[config.mk]
export PLATFORM = sky130hd
export DESIGN_NAME = frame_compositor
export DESIGN_NICKNAME = d
export VERILOG_FILES = /design/src/rtl/frame_compositor.sv
export SDC_FILE = /design/constraint.sdc
export NUM_CORES = 1
export LEC_CHECK = 0
export BUFFER_PORTS_ARGS = -buffer_cell sky130_fd_sc_hd__buf_4
export CAP_MARGIN = 20
export CORE_MARGIN = 2
export CORE_UTILIZATION = 30
export CTS_CLUSTER_SIZE = 10
export DETAILED_ROUTE_END_ITERATION = 12
export SLEW_MARGIN = 10
export SYNTH_ARGS = -nofsm -noshare
export SYNTH_HDL_FRONTEND = slang
export SYNTH_SLANG_ARGS = --single-unit
[constraint.sdc]
create_clock -name CLK -period 2.5 [get_ports CLK]
set_input_delay 0.375 -clock CLK [delete_from_list [all_inputs] [get_ports CLK]]
set_output_delay 0.375 -clock CLK [all_outputs]
set_load 0.01 [all_outputs]
[src/rtl/frame_compositor.sv]
// Frame compositor: sweeps the render area once per vs falling edge, fetches the
// cloud/map/hero layers per pixel and writes the transparency-resolved index.
module frame_compositor #(
    parameter int unsigned FRAME_W  = 256,
    parameter int unsigned FRAME_H  = 256,
    parameter logic [3:0]  BG_INDEX = 4'h1,
    parameter logic [3:0]  TRANSP   = 4'h0
) (
    input  logic        CLK,
    input  logic        RESET,
    input  logic        vs,
    output logic [15:0] CLOUD_COORD,
    input  logic [3:0]  CLOUD_DATA,
    output logic [15:0] MAP_COORD,
    input  logic [3:0]  MAP_DATA,
    output logic [15:0] HERO_COORD,
    input  logic [3:0]  HERO_DATA,
    output logic [1:0]  SPRITE_SEL,
    output logic        RENDER_EN,
    output logic [3:0]  RENDER_DATA,
    output logic [7:0]  RENDER_X,
    output logic [7:0]  RENDER_Y,
    output logic        BUSY,
    output logic        FRAME_DONE,
    output logic [7:0]  OVERRUN_CNT
);

    typedef enum logic [2:0] {
        ST_IDLE  = 3'd0,
        ST_PH_A  = 3'd1,
        ST_PH_B  = 3'd2,
        ST_DRAIN = 3'd3,
        ST_FLUSH = 3'd4
    } state_t;

    localparam logic [7:0] X_LAST = 8'(FRAME_W - 32'd1);
    localparam logic [7:0] Y_LAST = 8'(FRAME_H - 32'd1);

    state_t      state_r;
    state_t      state_s;
    logic        vs_d_r;
    logic        start_s;
    logic        write_s;
    logic        x_wrap_s;
    logic        y_wrap_s;
    logic [1:0]  sel_s;
    logic [7:0]  x_r;
    logic [7:0]  y_r;
    logic        last_issued_r;
    logic [15:0] coord_r;
    logic [1:0]  sel_r;
    logic [3:0]  cloud_r;
    logic [3:0]  map_r;
    logic [7:0]  pend_x_r;
    logic [7:0]  pend_y_r;
    logic        pend_valid_r;
    logic        render_en_r;
    logic [3:0]  render_data_r;
    logic [7:0]  render_x_r;
    logic [7:0]  render_y_r;
    logic        busy_r;
    logic        frame_done_r;
    logic [7:0]  overrun_r;

    // Hero over map over cloud over background.
    function automatic logic [3:0] compose(input logic [3:0] hero,
                                           input logic [3:0] map,
                                           input logic [3:0] cloud);
        logic [3:0] pix;
        if (hero != TRANSP) begin
            pix = hero;
        end else if (map != TRANSP) begin
            pix = map;
        end else if (cloud != TRANSP) begin
            pix = cloud;
        end else begin
            pix = BG_INDEX;
        end
        return pix;
    endfunction

    assign start_s  = vs_d_r & ~vs;
    assign write_s  = ((state_r == ST_PH_A) && pend_valid_r) || (state_r == ST_DRAIN);
    assign x_wrap_s = (x_r == X_LAST);
    assign y_wrap_s = (y_r == Y_LAST);

    // Next-state logic for the sweep sequencer.
    always_comb begin
        state_s = state_r;
        case (state_r)
            ST_IDLE: begin
                if (start_s) begin
                    state_s = ST_PH_A;
                end else begin
                    state_s = ST_IDLE;
                end
            end
            ST_PH_A: state_s = ST_PH_B;
            ST_PH_B: begin
                if (last_issued_r) begin
                    state_s = ST_DRAIN;
                end else begin
                    state_s = ST_PH_A;
                end
            end
            ST_DRAIN: state_s = ST_FLUSH;
            ST_FLUSH: state_s = ST_IDLE;
            default:  state_s = ST_IDLE;
        endcase
    end

    // Sprite-ROM arbiter grant for the upcoming cycle.
    always_comb begin
        sel_s = 2'b00;
        case (state_s)
            ST_PH_A: sel_s = 2'b01;
            ST_PH_B: sel_s = 2'b10;
            default: sel_s = 2'b00;
        endcase
    end

    // State register and vs edge-detect delay.
    always_ff @(posedge CLK or negedge RESET) begin
        if (!RESET) begin
            state_r <= ST_IDLE;
            vs_d_r  <= 1'b1;
            sel_r   <= 2'b00;
        end else begin
            state_r <= state_s;
            vs_d_r  <= vs;
            sel_r   <= sel_s;
        end
    end

    // Scan counters point at the next pixel to issue; COORD is loaded on entry to phase A.
    always_ff @(posedge CLK or negedge RESET) begin
        if (!RESET) begin
            x_r           <= 8'd0;
            y_r           <= 8'd0;
            last_issued_r <= 1'b0;
            coord_r       <= 16'd0;
        end else if (state_s == ST_PH_A) begin
            coord_r       <= {y_r, x_r};
            last_issued_r <= x_wrap_s && y_wrap_s;
            if (x_wrap_s) begin
                x_r <= 8'd0;
                y_r <= y_wrap_s ? 8'd0 : (y_r + 8'd1);
            end else begin
                x_r <= x_r + 8'd1;
            end
        end else if ((state_s == ST_IDLE) || (state_s == ST_FLUSH)) begin
            x_r           <= 8'd0;
            y_r           <= 8'd0;
            last_issued_r <= 1'b0;
            coord_r       <= 16'd0;
        end else begin
            coord_r <= coord_r;
        end
    end

    // Layer capture: cloud/map in phase B, hero one phase later alongside the write.
    always_ff @(posedge CLK or negedge RESET) begin
        if (!RESET) begin
            cloud_r       <= 4'd0;
            map_r         <= 4'd0;
            pend_x_r      <= 8'd0;
            pend_y_r      <= 8'd0;
            pend_valid_r  <= 1'b0;
            render_en_r   <= 1'b0;
            render_data_r <= 4'd0;
            render_x_r    <= 8'd0;
            render_y_r    <= 8'd0;
        end else begin
            render_en_r <= write_s;
            if (state_r == ST_PH_B) begin
                cloud_r      <= CLOUD_DATA;
                map_r        <= MAP_DATA;
                pend_x_r     <= coord_r[7:0];
                pend_y_r     <= coord_r[15:8];
                pend_valid_r <= 1'b1;
            end else if (write_s || (state_r == ST_IDLE)) begin
                pend_valid_r <= 1'b0;
            end else begin
                pend_valid_r <= pend_valid_r;
            end
            if (write_s) begin
                render_data_r <= compose(HERO_DATA, map_r, cloud_r);
                render_x_r    <= pend_x_r;
                render_y_r    <= pend_y_r;
            end else begin
                render_data_r <= render_data_r;
            end
        end
    end

    // Status: busy, done pulse and saturating dropped-start count.
    always_ff @(posedge CLK or negedge RESET) begin
        if (!RESET) begin
            busy_r       <= 1'b0;
            frame_done_r <= 1'b0;
            overrun_r    <= 8'd0;
        end else begin
            busy_r       <= (state_s != ST_IDLE);
            frame_done_r <= (state_r == ST_FLUSH);
            if (start_s && (state_r != ST_IDLE) && (overrun_r != 8'hFF)) begin
                overrun_r <= overrun_r + 8'd1;
            end else begin
                overrun_r <= overrun_r;
            end
        end
    end

    assign CLOUD_COORD = coord_r;
    assign MAP_COORD   = coord_r;
    assign HERO_COORD  = coord_r;
    assign SPRITE_SEL  = sel_r;
    assign RENDER_EN   = render_en_r;
    assign RENDER_DATA = render_data_r;
    assign RENDER_X    = render_x_r;
    assign RENDER_Y    = render_y_r;
    assign BUSY        = busy_r;
    assign FRAME_DONE  = frame_done_r;
    assign OVERRUN_CNT = overrun_r;

endmodule
# After elaboration in Yosys (flattened, before gate mapping)
# Index checks and enable logic that the tools add are counted.
# totals
ramBits,0
out_inout_bits,81
register_bits,95
latchBits,0
n_memories,0
mem_bits_ro,0
# classes
n_addsub,3
reduce_logical,17
n_mul,0
n_bitwise,2
n_shift,0
n_eq_ne,11
div_mod_pow,0
n_lt_le_gt_ge,0
n_mux,19
# op_table
cell,n
$mux W8,6
$mux W16,2
$add A8 B1 Y8 const B,3
$eq A8 B8 Y1 const B,2
$mux W4,3
$pmux W3 S4,1
$reduce_bool A4 Y1,3
$eq A3 B2 Y1 const B,3
$ne A8 B8 Y1 const B,1
$eq A3 B1 Y1 const B,2
$eq A3 B3 Y1 const B,2
$logic_not A3 Y1,2
$reduce_bool A3 Y1,2
$mux W1,5
$logic_and A1 B1 Y1,4
$pmux W2 S2,1
$reduce_bool A2 Y1,2
$logic_or A1 B1 Y1,3
$mux W2,1
$ne A2 B2 Y1 const B,1
$reduce_and A2 Y1,1
$and A1 B1 Y1,1
$not A1 Y1,1

# Logic depth before layout (Yosys ltp)
# depth
ltp_word,8
ltp_mapped,7
mapped_depth_nobuf,6

# Worst setup path after synthesis
# No wires, ideal clock.
# synth_timing
kind,register -> register
startpoint,register overrun_r[0] (netlist: OVERRUN_CNT[0])
endpoint,register overrun_r[5] (netlist: OVERRUN_CNT[5])
setup_time_ns,0.127
arrival_ns,1.566
n_path_buf,0
required_time_ns,2.373
stages_incl_launch_ff,7
path_slack_ns,0.808
cell_sequence,dfrtp_1 ha_1 and3_1 a211oi_4 and3_1 nand4_1 xnor2_1
# synth_between
elab_chain_cells,2
word_cells_on_any_way,3
# synth_lines
item,line_no,text
start: declaration,63,logic [7:0] overrun_r;
start signal: assignment,206,overrun_r <= overrun_r + 8'd1;
start signal: assignment,208,overrun_r <= overrun_r;
branches (longest 2 deep; another with $add A8 B1 Y8),-,
# Several ways; the timed one is not identified.
# A chain may end at the register's enable or synchronous reset.

# Worst setup path after layout
# layout_timing
startpoint,register state_r[1]
endpoint,register y_r[3]
# layout_between
elab_chain_cells,6
word_cells_on_any_way,13
# layout_lines
item,line_no,text
start: declaration,39,state_t state_r;
start signal: assignment,129,state_r <= state_s;
$eq A3 B2 Y1 (tied with other cells),90,case (state_r)
$pmux W3 S4 (*),90,
$eq A3 B3 Y1 / $logic_not A3 Y1 (equally long branches),151,end else if ((state_s == ST_IDLE) || (state_s == ST_FLUSH)) begin
$logic_or A1 B1 Y1,151,
$reduce_bool A2 Y1 (no line),-,
$reduce_and A2 Y1 (no line),-,
end signal: assignment,147,y_r <= y_wrap_s ? 8'd0 : (y_r + 8'd1);
end: declaration,48,logic [7:0] y_r;
# Every way passes the cells marked *; elsewhere a longest branch is shown, timed or not.

==> impl_metrics.py <==
metrics = {
    "outcome": {
        "status": "finished, final reports clean",
    },
    "power": {
        "p_leak_nw": 2.531,
        "power_mw": 4.522,
        "p_per_area_nw_per_um2": 874.5,
        "vdd_drop_max_mv": 0.3755,
        "switchingPower_mw": 1.439,
        "p_comb_frac": 0.271,
        "seqPwrFrac": 0.448,
        "p_int_mw": 3.083,
        "p_sw_frac": 0.3182,
        "clkPwrFrac": 0.281,
    },
    "floorplan": {
        "coreArea_um2": 13770,
        "start_util": 0.3058,
        "die_x_um": 122.5,
        "pin_count": 96,
        "dieArea_um2": 15000,
        "dieHeight_um": 122.5,
        "num_rows": 43,
    },
    "global_routing": {
        "gr-usage-met3": 0.02788,
        "grt_pass1_vias": 2592,
        "gr-total-overflow": 0,
        "grt_first_pass_wirelength_mm": 13.23,
        "antenna_found_initial": 0,
        "grt.busiest_layer": "met2",
        "met2_usage": 0.1715,
        "grt_use_met1": 0.1530,
        "grt_usage": 0.1130,
        "grt_max_degree": 42,
    },
    "finish": {
        "utilization": 0.3755,
        "area_growth_pct": 22.79,
        "n_antenna_cell": 0,
        "post-route-cell-area_um2": 5171,
        "nets": 422,
        "layout-drive-gt1-share": 0.4181,
        "nFillCells": 1348,
    },
    "route": {
        "vias_per_cell": 4.581,
        "drt-initial-drc-count": 136,
        "wl_per_cell_um": 13.81,
        "ant_nets": 0,
        "vias": 2698,
        "drc_errors": 0,
        "routed_wl_mm": 8.133,
        "dr.pass1.iters": 6,
    },
    "critical_path": {
        "endpoint_kind": "flip-flop",
        "cp_cell_sequence": "nor3b_1, o21ai_2, inv_4, nand3_4, or3_1, o211ai_1",
        "cp_data_arrival_time_ns": 2.18,
        "rr_endpoint": "y_r[3]",
        "cp_slowest_stage_delay_ns": 0.51,
        "r2r_slack_ns": 0.58,
        "crit_family": "simple AND/OR/NAND/NOR gates",
        "cp_max_fo": 25,
        "path_class": "reg2reg",
        "crit_required_ns": 2.76,
        "reg2regPathDepth": 6,
        "crit_path_top_delay_cell": "dfrtp_1",
        "path_buf_inv": 1,
        "start_kind": "flip-flop",
        "r2r_start": "state_r[1]",
    },
    "synthesis": {
        "synth_area_um2": 4212,
        "synth_most_common_cell": "dfrtp_1",
        "async_flop_share": 1.000,
        "synth_seq_cells": 95,
        "ys_warn_count": 0,
        "synth-edff-count": 0,
        "synth_top_area_frac": 0.5585,
        "synth_top_area_cell": "dfrtp_1",
        "syn_area_per_cell_um2": 12.57,
        "synthDistinctLibCells": 48,
        "synth_common_cells": "dfrtp_1, mux2_2, buf_4",
        "yosys_most_used_dff": "dfrtp_1",
        "synthCells": 335,
        "ys_seq_area_frac": 0.5648,
        "syn-num-nets": 353,
        "synth_area_leaders": "dfrtp_1, mux2_2, buf_4",
    },
    "clock_network": {
        "postCtsHoldBufs": 1,
        "htree_levels": 3,
        "cts_tree": "yes",
        "insertion_delay_ns": 0.34,
        "ctsResizeCount": 0,
        "clockBufferDepth": 2,
        "cts_sinks": 95,
        "cts-root-buf": "clkbuf_16",
        "cts_buffers": 9,
        "postCtsSetupRepairBufs": 0,
        "clk_pin_slew_ns": 0.06,
    },
    "placement": {
        "placedInstanceArea_um2": 4882,
        "hpwl_mm": 5.929,
        "portBuffers": 95,
        "gp_congestion": 0.8291,
    },
    "worst_hold_path": {
        "holdPathEnd": "vs_d_r",
        "hold_path_depth": 1,
        "hold_start": "vs",
        "hold_path.class": "in2reg",
    },
    "timing": {
        "grt_setup_unrepaired": "no",
        "worst_slew_pin_slew_ns": 0.5222,
        "finClkSkew_ns": 0.005970,
        "hold_viol": 0,
        "setup_viol": 0,
        "tns_ns": 0,
        "slew-limit-headroom": 0.6510,
        "period_share": 0.7686,
        "slew_viol_final": 0,
        "fmax_mhz": 520.4,
        "period_needed_ns": 1.921,
    },
    "flow_run": {
        "drv_cap": 0,
    },
}
## worst max path at each step
| stage | from | to | slack [ns] | depth (start not counted) |
|---|---|---|---|---|
| after global routing | state_r[1] | y_r[3] | 0.38 | 6 |
| after detailed placement | state_r[1] | y_r[3] | 0.59 | 6 |
| after floorplan | OVERRUN_CNT[0] | OVERRUN_CNT[5] | 0.81 | 6 |
| after global placement | state_r[1] | y_r[3] | 0.63 | 6 |
| final | state_r[1] | y_r[3] | 0.58 | 6 |
| after CTS | state_r[1] | y_r[3] | 0.58 | 6 |
## routing by layer
layer	share of wire	routed length (um)
met1	0.45	3667
met2	0.48	3944
met3	0.045	367
met4	0.019	153
met5	0	0
## cells by family after synthesis
| family | count (synthesis) | share of synthesized area |
|---|---|---|
| flops | 95 | 0.5648 |
| simple gates | 76 | 0.1067 |
| compound gates | 57 | 0.1007 |
| buf+inv | 51 | 0.08318 |
| mux | 44 | 0.1171 |
| xor+xnor | 9 | 0.01872 |
| fa+ha+maj | 3 | 0.008914 |
## metrics by stage
step           worst slack, ns  hold slack (ns)  std cells
3_3_place_gp            0.6259           0.3376        572
6_report                0.5785           0.1691        589
4_1_cts                 0.5778           0.1549        589
5_1_grt                 0.3755           0.1560        589
3_5_place_dp            0.5888           0.3352        572
2_1_floorplan           0.8077          0.07941        335
## power by group through the flow
stage	registers [mW]	clock network [mW]	logic, mW
finish	2.03	1.27	1.22
global route	2.07	1.39	1.36
global placement	2.04	0	1.23
detailed placement	2.05	0	1.25
CTS	2.03	1.32	1.25
floorplan	2.01	0	0.886
## registers in the layout, summed over array words and instances (netlist names)
signal / flops
BUSY: 1
CLOUD_COORD: 16
FRAME_DONE: 1
OVERRUN_CNT: 8
RENDER_DATA: 4
RENDER_EN: 1
RENDER_X: 8
RENDER_Y: 8
SPRITE_SEL: 2
cloud_r: 4
last_issued_r: 1
map_r: 4
pend_valid_r: 1
pend_x_r: 8
pend_y_r: 8
state_r: 3
vs_d_r: 1
x_r: 8
y_r: 8
## layout make-up
class                   instances  area (um2)  area share
repair buffers                101       773.2      0.1495
well taps                     180       225.2     0.04355
inverters                       8       32.53    0.006291
clock buffers                  14       264.0     0.05105
flip-flops and latches         95        2379      0.4600
clock inverters                 2       15.01    0.002903
multi-input cells             189        1483      0.2867
## cells in the final DEF, fill, tap and decap left out, types with 4 or more instances in the layout
| cell | count |
|---|---|
| a21oi_1 | 6 |
| xor2_1 | 4 |
| nor2_1 | 14 |
| a22o_1 | 19 |
| nor4b_1 | 4 |
| and3_1 | 6 |
| a31oi_1 | 4 |
| dfrtp_1 | 94 |
| mux2_2 | 42 |
| xnor2_1 | 5 |
| nand2_1 | 17 |
| buf_4 | 99 |
| inv_1 | 6 |
| o21ai_0 | 15 |
| clkbuf_16 | 9 |
| nand3_1 | 8 |
Power figures use the tool's default switching activity.
